===== src/rtl/rz_decode_rx.sv =====
// WS2812-style RZ line receiver: measures each high pulse, decodes it as a 0 or 1 bit,
// assembles 24-bit words MSB-first and detects the reset-low period that ends a frame.
module rz_decode_rx #(
    parameter int unsigned T0H_MIN  = 10,
    parameter int unsigned TH_SPLIT = 30,
    parameter int unsigned T1H_MAX  = 50,
    parameter int unsigned RST_CNT  = 2500
) (
    input  logic        clk,
    input  logic        rst_n,
    input  logic        rz_in,
    output logic [23:0] rgb,
    output logic        rgb_valid,
    output logic        frame_done,
    output logic [15:0] pix_cnt,
    output logic        err,
    output logic        busy
);

    localparam logic [5:0]  T0H_MIN_C  = 6'(T0H_MIN);
    localparam logic [5:0]  TH_SPLIT_C = 6'(TH_SPLIT);
    localparam logic [5:0]  T1H_MAX_C  = 6'(T1H_MAX);
    localparam logic [11:0] RST_C      = 12'(RST_CNT);
    localparam logic [11:0] RST_M1_C   = 12'(RST_CNT - 1);

    typedef enum logic [1:0] {SYNC, IDLE, HIGH, LOW} state_t;

    state_t      state_q, state_d;
    logic        sync0_q, s1_q, s2_q;
    logic [5:0]  high_cnt_q, high_cnt_d;
    logic [11:0] low_cnt_q, low_cnt_d;
    logic [4:0]  bit_cnt_q, bit_cnt_d;
    // Only the 23 earlier bits are stored; the 24th arrives straight into rgb.
    logic [22:0] shift_q, shift_d;
    logic [23:0] rgb_q, rgb_d;
    logic [15:0] pix_cnt_q, pix_cnt_d;
    logic        rgb_valid_q, rgb_valid_d;
    logic        frame_done_q, frame_done_d;
    logic        err_q, err_d;
    logic        busy_q, busy_d;

    logic        rise, fall, low_done, bit_val;
    logic [23:0] new_word;

    always_comb begin
        rise       = s1_q & ~s2_q;
        fall       = ~s1_q & s2_q;
        // Registered outputs fire on the edge where low_cnt reaches RST_CNT.
        low_done   = ~s1_q && (low_cnt_q >= RST_M1_C);
        bit_val    = (high_cnt_q > TH_SPLIT_C);
        new_word   = {shift_q, bit_val};
        high_cnt_d = s1_q ? ((high_cnt_q == 6'd63) ? high_cnt_q : high_cnt_q + 6'd1) : 6'd0;
        low_cnt_d  = s1_q ? 12'd0 : ((low_cnt_q == RST_C) ? low_cnt_q : low_cnt_q + 12'd1);
    end

    always_comb begin
        state_d      = state_q;
        bit_cnt_d    = bit_cnt_q;
        shift_d      = shift_q;
        rgb_d        = rgb_q;
        pix_cnt_d    = pix_cnt_q;
        rgb_valid_d  = 1'b0;
        frame_done_d = 1'b0;
        err_d        = 1'b0;
        busy_d       = busy_q;
        case (state_q)
            SYNC: begin
                if (low_done) state_d = IDLE;
            end
            IDLE: begin
                if (rise) begin
                    pix_cnt_d = 16'd0;
                    bit_cnt_d = 5'd0;
                    busy_d    = 1'b1;
                    state_d   = HIGH;
                end
            end
            HIGH: begin
                if ((s1_q && high_cnt_q > T1H_MAX_C) ||
                    (fall && (high_cnt_q < T0H_MIN_C || high_cnt_q > T1H_MAX_C))) begin
                    err_d     = 1'b1;
                    busy_d    = 1'b0;
                    bit_cnt_d = 5'd0;
                    state_d   = SYNC;
                end else if (fall) begin
                    shift_d = new_word[22:0];
                    state_d = LOW;
                    if (bit_cnt_q == 5'd23) begin
                        rgb_d       = new_word;
                        rgb_valid_d = 1'b1;
                        pix_cnt_d   = (pix_cnt_q == 16'hFFFF) ? pix_cnt_q : pix_cnt_q + 16'd1;
                        bit_cnt_d   = 5'd0;
                    end else begin
                        bit_cnt_d = bit_cnt_q + 5'd1;
                    end
                end
            end
            LOW: begin
                if (rise) begin
                    state_d = HIGH;
                end else if (low_done) begin
                    frame_done_d = 1'b1;
                    err_d        = (bit_cnt_q != 5'd0);
                    busy_d       = 1'b0;
                    bit_cnt_d    = 5'd0;
                    state_d      = IDLE;
                end
            end
            default: state_d = SYNC;
        endcase
    end

    always_ff @(posedge clk or negedge rst_n) begin
        if (!rst_n) begin
            state_q      <= SYNC;
            sync0_q      <= 1'b0;
            s1_q         <= 1'b0;
            s2_q         <= 1'b0;
            high_cnt_q   <= 6'd0;
            low_cnt_q    <= 12'd0;
            bit_cnt_q    <= 5'd0;
            shift_q      <= 23'd0;
            rgb_q        <= 24'd0;
            pix_cnt_q    <= 16'd0;
            rgb_valid_q  <= 1'b0;
            frame_done_q <= 1'b0;
            err_q        <= 1'b0;
            busy_q       <= 1'b0;
        end else begin
            state_q      <= state_d;
            sync0_q      <= rz_in;
            s1_q         <= sync0_q;
            s2_q         <= s1_q;
            high_cnt_q   <= high_cnt_d;
            low_cnt_q    <= low_cnt_d;
            bit_cnt_q    <= bit_cnt_d;
            shift_q      <= shift_d;
            rgb_q        <= rgb_d;
            pix_cnt_q    <= pix_cnt_d;
            rgb_valid_q  <= rgb_valid_d;
            frame_done_q <= frame_done_d;
            err_q        <= err_d;
            busy_q       <= busy_d;
        end
    end

    assign rgb        = rgb_q;
    assign rgb_valid  = rgb_valid_q;
    assign frame_done = frame_done_q;
    assign pix_cnt    = pix_cnt_q;
    assign err        = err_q;
    assign busy       = busy_q;

endmodule


===== config.mk =====
export PLATFORM = sky130hd
export DESIGN_NAME = rz_decode_rx
export DESIGN_NICKNAME = d
export VERILOG_FILES = /design/src/rtl/rz_decode_rx.sv
export SDC_FILE = /design/constraint.sdc
export NUM_CORES = 1
export LEC_CHECK = 0
export CAP_MARGIN = 10
export CORE_MARGIN = 4
export CORE_UTILIZATION = 33
export CTS_BUF_LIST = sky130_fd_sc_hd__clkbuf_4 sky130_fd_sc_hd__clkbuf_8
export DETAILED_ROUTE_END_ITERATION = 7
export GPL_TIMING_DRIVEN = 0
export HOLD_SLACK_MARGIN = 0.1
export PLACE_DENSITY = 0.58
export SLEW_MARGIN = 0
export SYNTH_ARGS = -nofsm -noshare
export SYNTH_HDL_FRONTEND = slang
export SYNTH_SLANG_ARGS = --single-unit

===== constraint.sdc =====
create_clock -name clk -period 2.3 [get_ports clk]
set_input_delay 0.46 -clock clk [delete_from_list [all_inputs] [get_ports clk]]
set_output_delay 0.46 -clock clk [all_outputs]
set_load 0.005 [all_outputs]

# ---- After elaboration in Yosys (flattened, before gate mapping)
# Index checks and enable logic that the tools add are counted.
dict set report word_totals {
  register_bits 95
  latch_bits 0
  ramBits 0
  mem_bits_ro 0
  input_bits 3
  output_inout_bits 44
  elab_cells 99
  mem_count 0
}
dict set report op_classes {
  n_addsub 4
  mul 0
  n_div 0
  order_cmp 4
  n_eq_ne 18
  shift 0
  n_mux 39
  bitwise 5
  n_reduce_logical 15
}
# cell n
set op_table {}
lappend op_table {{$mux 16} 5}
lappend op_table {{$pmux 16 s2} 1}
lappend op_table {{$mux 5} 6}
lappend op_table {{$mux 12} 2}
lappend op_table {{$ne 2x2->1 const B} 10}
lappend op_table {{$add 16x1->16 const B} 1}
lappend op_table {{$eq 16x16->1 const B} 1}
lappend op_table {{$pmux 5 s3} 1}
lappend op_table {{$mux 1} 14}
lappend op_table {{$add 12x1->12 const B} 1}
lappend op_table {{$eq 12x12->1 const B} 1}
lappend op_table {{$ge 12x12->1 const B} 1}
lappend op_table {{$mux 6} 2}
lappend op_table {{$mux 2} 5}
lappend op_table {{$reduce_and 5->1} 2}
lappend op_table {{$pmux 2 s4} 1}
lappend op_table {{$add 6x1->6 const B} 1}
lappend op_table {{$eq 6x6->1 const B} 1}
lappend op_table {{$gt 6x5->1 const B} 1}
lappend op_table {{$gt 6x6->1 const B} 1}
lappend op_table {{$lt 6x4->1 const B} 1}
lappend op_table {{$reduce_and 6->1} 1}
lappend op_table {{$add 5x1->5 const B} 1}
lappend op_table {{$eq 5x5->1 const B} 1}
lappend op_table {{other kinds (16)} 23}

# ---- Longest topological paths before layout
# Gate-level depths: netlist of run 1.
dict set report depth {
  word_depth 6
  ltp_mapped 9
}

# ---- Worst setup path after synthesis of run 1
# No wires, ideal clock.
dict set report synth_timing {
  kind {flip-flop to flip-flop}
  from {register high_cnt_q[0]}
  to {register pix_cnt_q[6], in the netlist pix_cnt[6]}
  setup_ps 66
  arrival_time_ps 1994
  required_ps 2234
  setup_slack_ps 240
  stages_incl_launch_ff 7
  cell_sequence {dfrtp_1 a211oi_4 o2bb2ai_2 or4_1 buf_2 or4_1 nand2_1}
}
dict set report synth_via {
  elab_chain_cells 6
  elab_cells_between_ends 8
  classes_between {order compare: 2; eq/ne: 1; reduce/logical: 5}
}
# item line_no
set synth_rtl {}
lappend synth_rtl {{start, declared} 30} ;# logic [5:0] high_cnt_q, high_cnt_d;
lappend synth_rtl {{start signal, assigned} 134} ;# high_cnt_q <= high_cnt_d;
lappend synth_rtl {{$lt 6x4->1 / $gt 6x6->1 (equally long branches)} {80, 79}}
lappend synth_rtl {{$logic_or 1x1->1} 80} ;# (fall && (high_cnt_q < T0H_MIN_C || high_cnt_q > T1H_MAX_C))) begin
lappend synth_rtl {{$logic_and 1x1->1} 80}
lappend synth_rtl {{$logic_or 1x1->1 *} 79} ;# if ((s1_q && high_cnt_q > T1H_MAX_C) ||
lappend synth_rtl {{$ne 2x2->1 (no source line) *} --}
lappend synth_rtl {{$reduce_and 6->1 (no source line) *} --}
lappend synth_rtl {{end signal, assigned} 139} ;# pix_cnt_q <= pix_cnt_d;
lappend synth_rtl {{end, declared} 36} ;# logic [15:0] pix_cnt_q, pix_cnt_d;
# Mark *: on every way between the ends. The rest lies on a longest branch, timed or not.
# A chain may end at the register's enable or synchronous reset.

# ---- Final worst setup path of run 1
dict set report layout_timing {
  from {register high_cnt_q[1]}
  to {register pix_cnt_q[12], in the netlist pix_cnt[12]}
}
# The elaborated chain is that of the path after synthesis.

==> results of run 1 <==
-- how the worst max path moves through the flow --
| stage | from | cells past startpoint | endpoint |
|---|---|---|---|
| after floorplan | high_cnt_q[0]$_DFFE_PN0P_ | 6 | pix_cnt[6]$_DFFE_PN0P_ |
| after global placement | rst_n | 1 | low_cnt_q[6]$_DFFE_PN0P_ |
| after detailed placement | bit_cnt_q[0]$_DFFE_PN0P_ | 9 | rgb[9]$_DFFE_PN0P_ |
| after CTS | bit_cnt_q[0]$_DFFE_PN0P_ | 7 | pix_cnt[6]$_DFFE_PN0P_ |
| after global routing | high_cnt_q[1]$_DFFE_PN0P_ | 6 | pix_cnt[12]$_DFFE_PN0P_ |
| final | high_cnt_q[1]$_DFFE_PN0P_ | 6 | pix_cnt[12]$_DFFE_PN0P_ |
-- metal layers --
layer | GRT usage | vias to the layer above
met5 | 0 | -
met4 | 0.0532 | 0
met3 | 0.0298 | 13
met2 | 0.200 | 65
met1 | 0.157 | 1598
li1 | - | 1662
-- logic make-up after synthesis --
group	count (synthesis)	synth area share
compound gates	57	0.0881
xor+xnor	13	0.0268
fa+ha+maj	7	0.0206
buf+inv	33	0.0315
flops	95	0.560
mux	4	0.00972
simple gates	250	0.264
-- cell usage after synthesis (3+ instances only) --
library cell / number / area, um^2
nand2_1: 155 / 582
dfrtp_1: 95 / 2380
nor2_1: 25 / 93.8
clkbuf_1: 16 / 60.1
o21ai_0: 16 / 80.1
nand3_1: 14 / 70.1
a21oi_1: 13 / 65.1
inv_1: 13 / 48.8
nor3_1: 9 / 45.0
or3_1: 9 / 56.3
xnor2_1: 8 / 70.1
and3_1: 7 / 43.8
ha_1: 7 / 87.6
nand4_1: 7 / 43.8
a31oi_1: 5 / 31.3
nor4_1: 5 / 31.3
xor2_1: 5 / 43.8
a211oi_1: 3 / 22.5
mux2i_1: 3 / 30.0
o21ai_1: 3 / 15.0
-- per-stage QoR --
| stage | hold WS (ps) | TNS [ps] | power (mW) | utilization |
|---|---|---|---|---|
| floorplan | 164 | 0 | 1.76 | - |
| global placement | 337 | -270840 | 1.81 | 0.390 |
| detailed placement | 337 | 0 | 1.81 | 0.392 |
| CTS | 357 | 0 | 3.06 | 0.411 |
| global route | 377 | -57.1 | 3.15 | 0.415 |
| finish | 354 | 0 | 3.01 | 0.415 |
-- report_power, final --
part | switching [mW] | internal, mW | leakage (nW)
Sequential | 0.0148 | 1.68 | 1.31
Combinational | 0.0584 | 0.0280 | 1.03
Clock | 0.597 | 0.632 | 0.110
-- sequential cells by signal (all words and copies together), names as in the netlist, 2 cells and up --
register,count
state_q,2
low_cnt_q,12
pix_cnt,16
shift_q,23
bit_cnt_q,5
rgb,24
high_cnt_q,6
-- layout make-up --
cell class,instances,share of cell area
Multi-Input combinational cell,331,0.336
Clock buffer,10,0.0251
Tap cell,172,0.0411
Timing Repair Buffer,52,0.100
Buffer,17,0.0155
Sequential cell,95,0.454
Inverter,14,0.0100
Clock inverter,6,0.0179
-- repair_timing --
| item | in CTS | in global routing |
|---|---|---|
| buffers inserted | 0 | 4 |
| hold buffers | 1 | 0 |
| endpoints found under the setup margin | 10 | 49 |
| endpoints found under the hold margin | 27 | 0 |
| gates resized for setup | 2 | 15 |
| pin swaps | 0 | 1 |
==> metrics, run 1 <==
max frequency=451 MHz; number of failing setup endpoints in the final timing report=0; vias=3338; Top Layer Used=met4; Area growth syn-to-layout=23.4%; post-synthesis instance area=4250 um^2; leakage power=2.46 nW; Critical Path Max Stage Delay=530 ps; DR WL/cell=12.4 um; async set-or-reset flop fraction in the synthesized netlist=1.00; number of antenna cells inserted=0; number of detailed-routing iterations run before antenna repair=5; area taken by multi-input logic gates=1760 um^2; unrepaired setup endpoints after global routing=true; Primary FF master, synth=dfrtp_1; antenna violations before repair=0; maximum number of pins on one net before global-route repair=69; amount of wire on met3 after detailed routing=373 um; Post-route DRC=0; x dimension of the die=121 um; worst reg-to-reg path cell count=6; start-to-end type of the worst setup path=reg2reg; end of the worst hold path=s1_q$_DFF_PN0_; number of max-cap violations=0; vias per cell=4.79; initial core utilization=0.337; Min-Delay Startpoint=sync0_q$_DFF_PN0_; Design Area, Final=5240 um^2; io pins=47; Final Slew Violations=0; Core Box Area=12600 um^2; slack of the worst reg-to-reg path=80 ps; most used cells in the layout excluding fill and tap cells=nand2_1, dfrtp_1, clkdlybuf4s50_1; endpoint type of the worst setup path=flop; die boundary height=121 um; total wirelength of the detailed-routed design=8660 um; fill cell instance count of the final layout=1272; type of origin of the critical path=flop; GR Util All Layers=0.123; CTS H-tree depth=3; Cell Rows=41; number of buffers and inverters on the critical path=1; first-pass GRT wire length=14800 um; Distinct cells, synth=51; Gate Count Post-Synth=459; placed wire-length estimate=5910 um; Placed Instances=678; vias in the first global route=3189; sequential cell area=2380 um^2; Syn Area/Cell=9.25 um^2; final RePlAce weighted congestion=0.808; TritonCTS buffer count=9; Hold Violations, Final=0; met1 wire length=4010 um; least setup slack across all paths after layout=82.5 ps; Die Outline Area=14800 um^2; period utilisation layout=0.964; net total in the final layout=530; Slew Limit Headroom=0.543; Cell Area, Placed=4950 um^2; most common cell after layout, fill and taps aside=nand2_1; Post-synth EDFFs=0; flops & latches, synth=95; status=finished clean; remaining antenna violation count after routing=0; capture point of the worst reg-to-reg path=pix_cnt[12]$_DFFE_PN0P_; fin cells=697; buffer cell driving the clock tree root=clkbuf_8; transition at the pin with the smallest max-transition slack=679 ps; overflow left after global routing=0; count of buffers from port buffering=46; Yosys warning count=0; clock-pin transition on the worst setup and hold timing paths=90 ps; synthesized net count=469; final period demand of the worst path=2220 ps; largest voltage drop on the vdd net=240 uV; largest fanout on the critical path=9; cell at the slowest stage of the critical path=or4_1; Met2 Wirelength=4110 um; ratio of total power to cell area=574 nW/um^2; Reg-to-Reg Start=high_cnt_q[1]$_DFFE_PN0P_; TritonCTS clock tree=done; worst-case setup slack after placement=10.3 ps; critical path arrival=2510 ps; fraction of final layout cells sized beyond drive strength 1=0.0819; Max Clock Skew=8.39 ps; number of cells on the worst hold path=0; Worst EP required=2590 ps; kind of cell with the highest combined delay on the critical path=simple AND/OR/NAND/NOR gates; Longest Clk Path Bufs=2; violation count after the first detailed-route iteration=294; path type of the worst min-delay path=reg2reg; Skew-Pair Late Insertion Delay=370 ps; chain of cells forming the critical path=a211oi_4 -> o2bb2ai_4 -> or4_1 -> buf_2 -> or3_1 -> a21oi_1; number of sinks driven by the clock tree=95; part of the Yosys area used for sequential elements=0.560
Power figures use the tool's default switching activity.
==> run 2, diff against run 1 <==
CTS_CLUSTER_SIZE = 14   (was default)
==> results of run 2 <==
The final DEF is identical to that of run 1; final timing and power are the same.
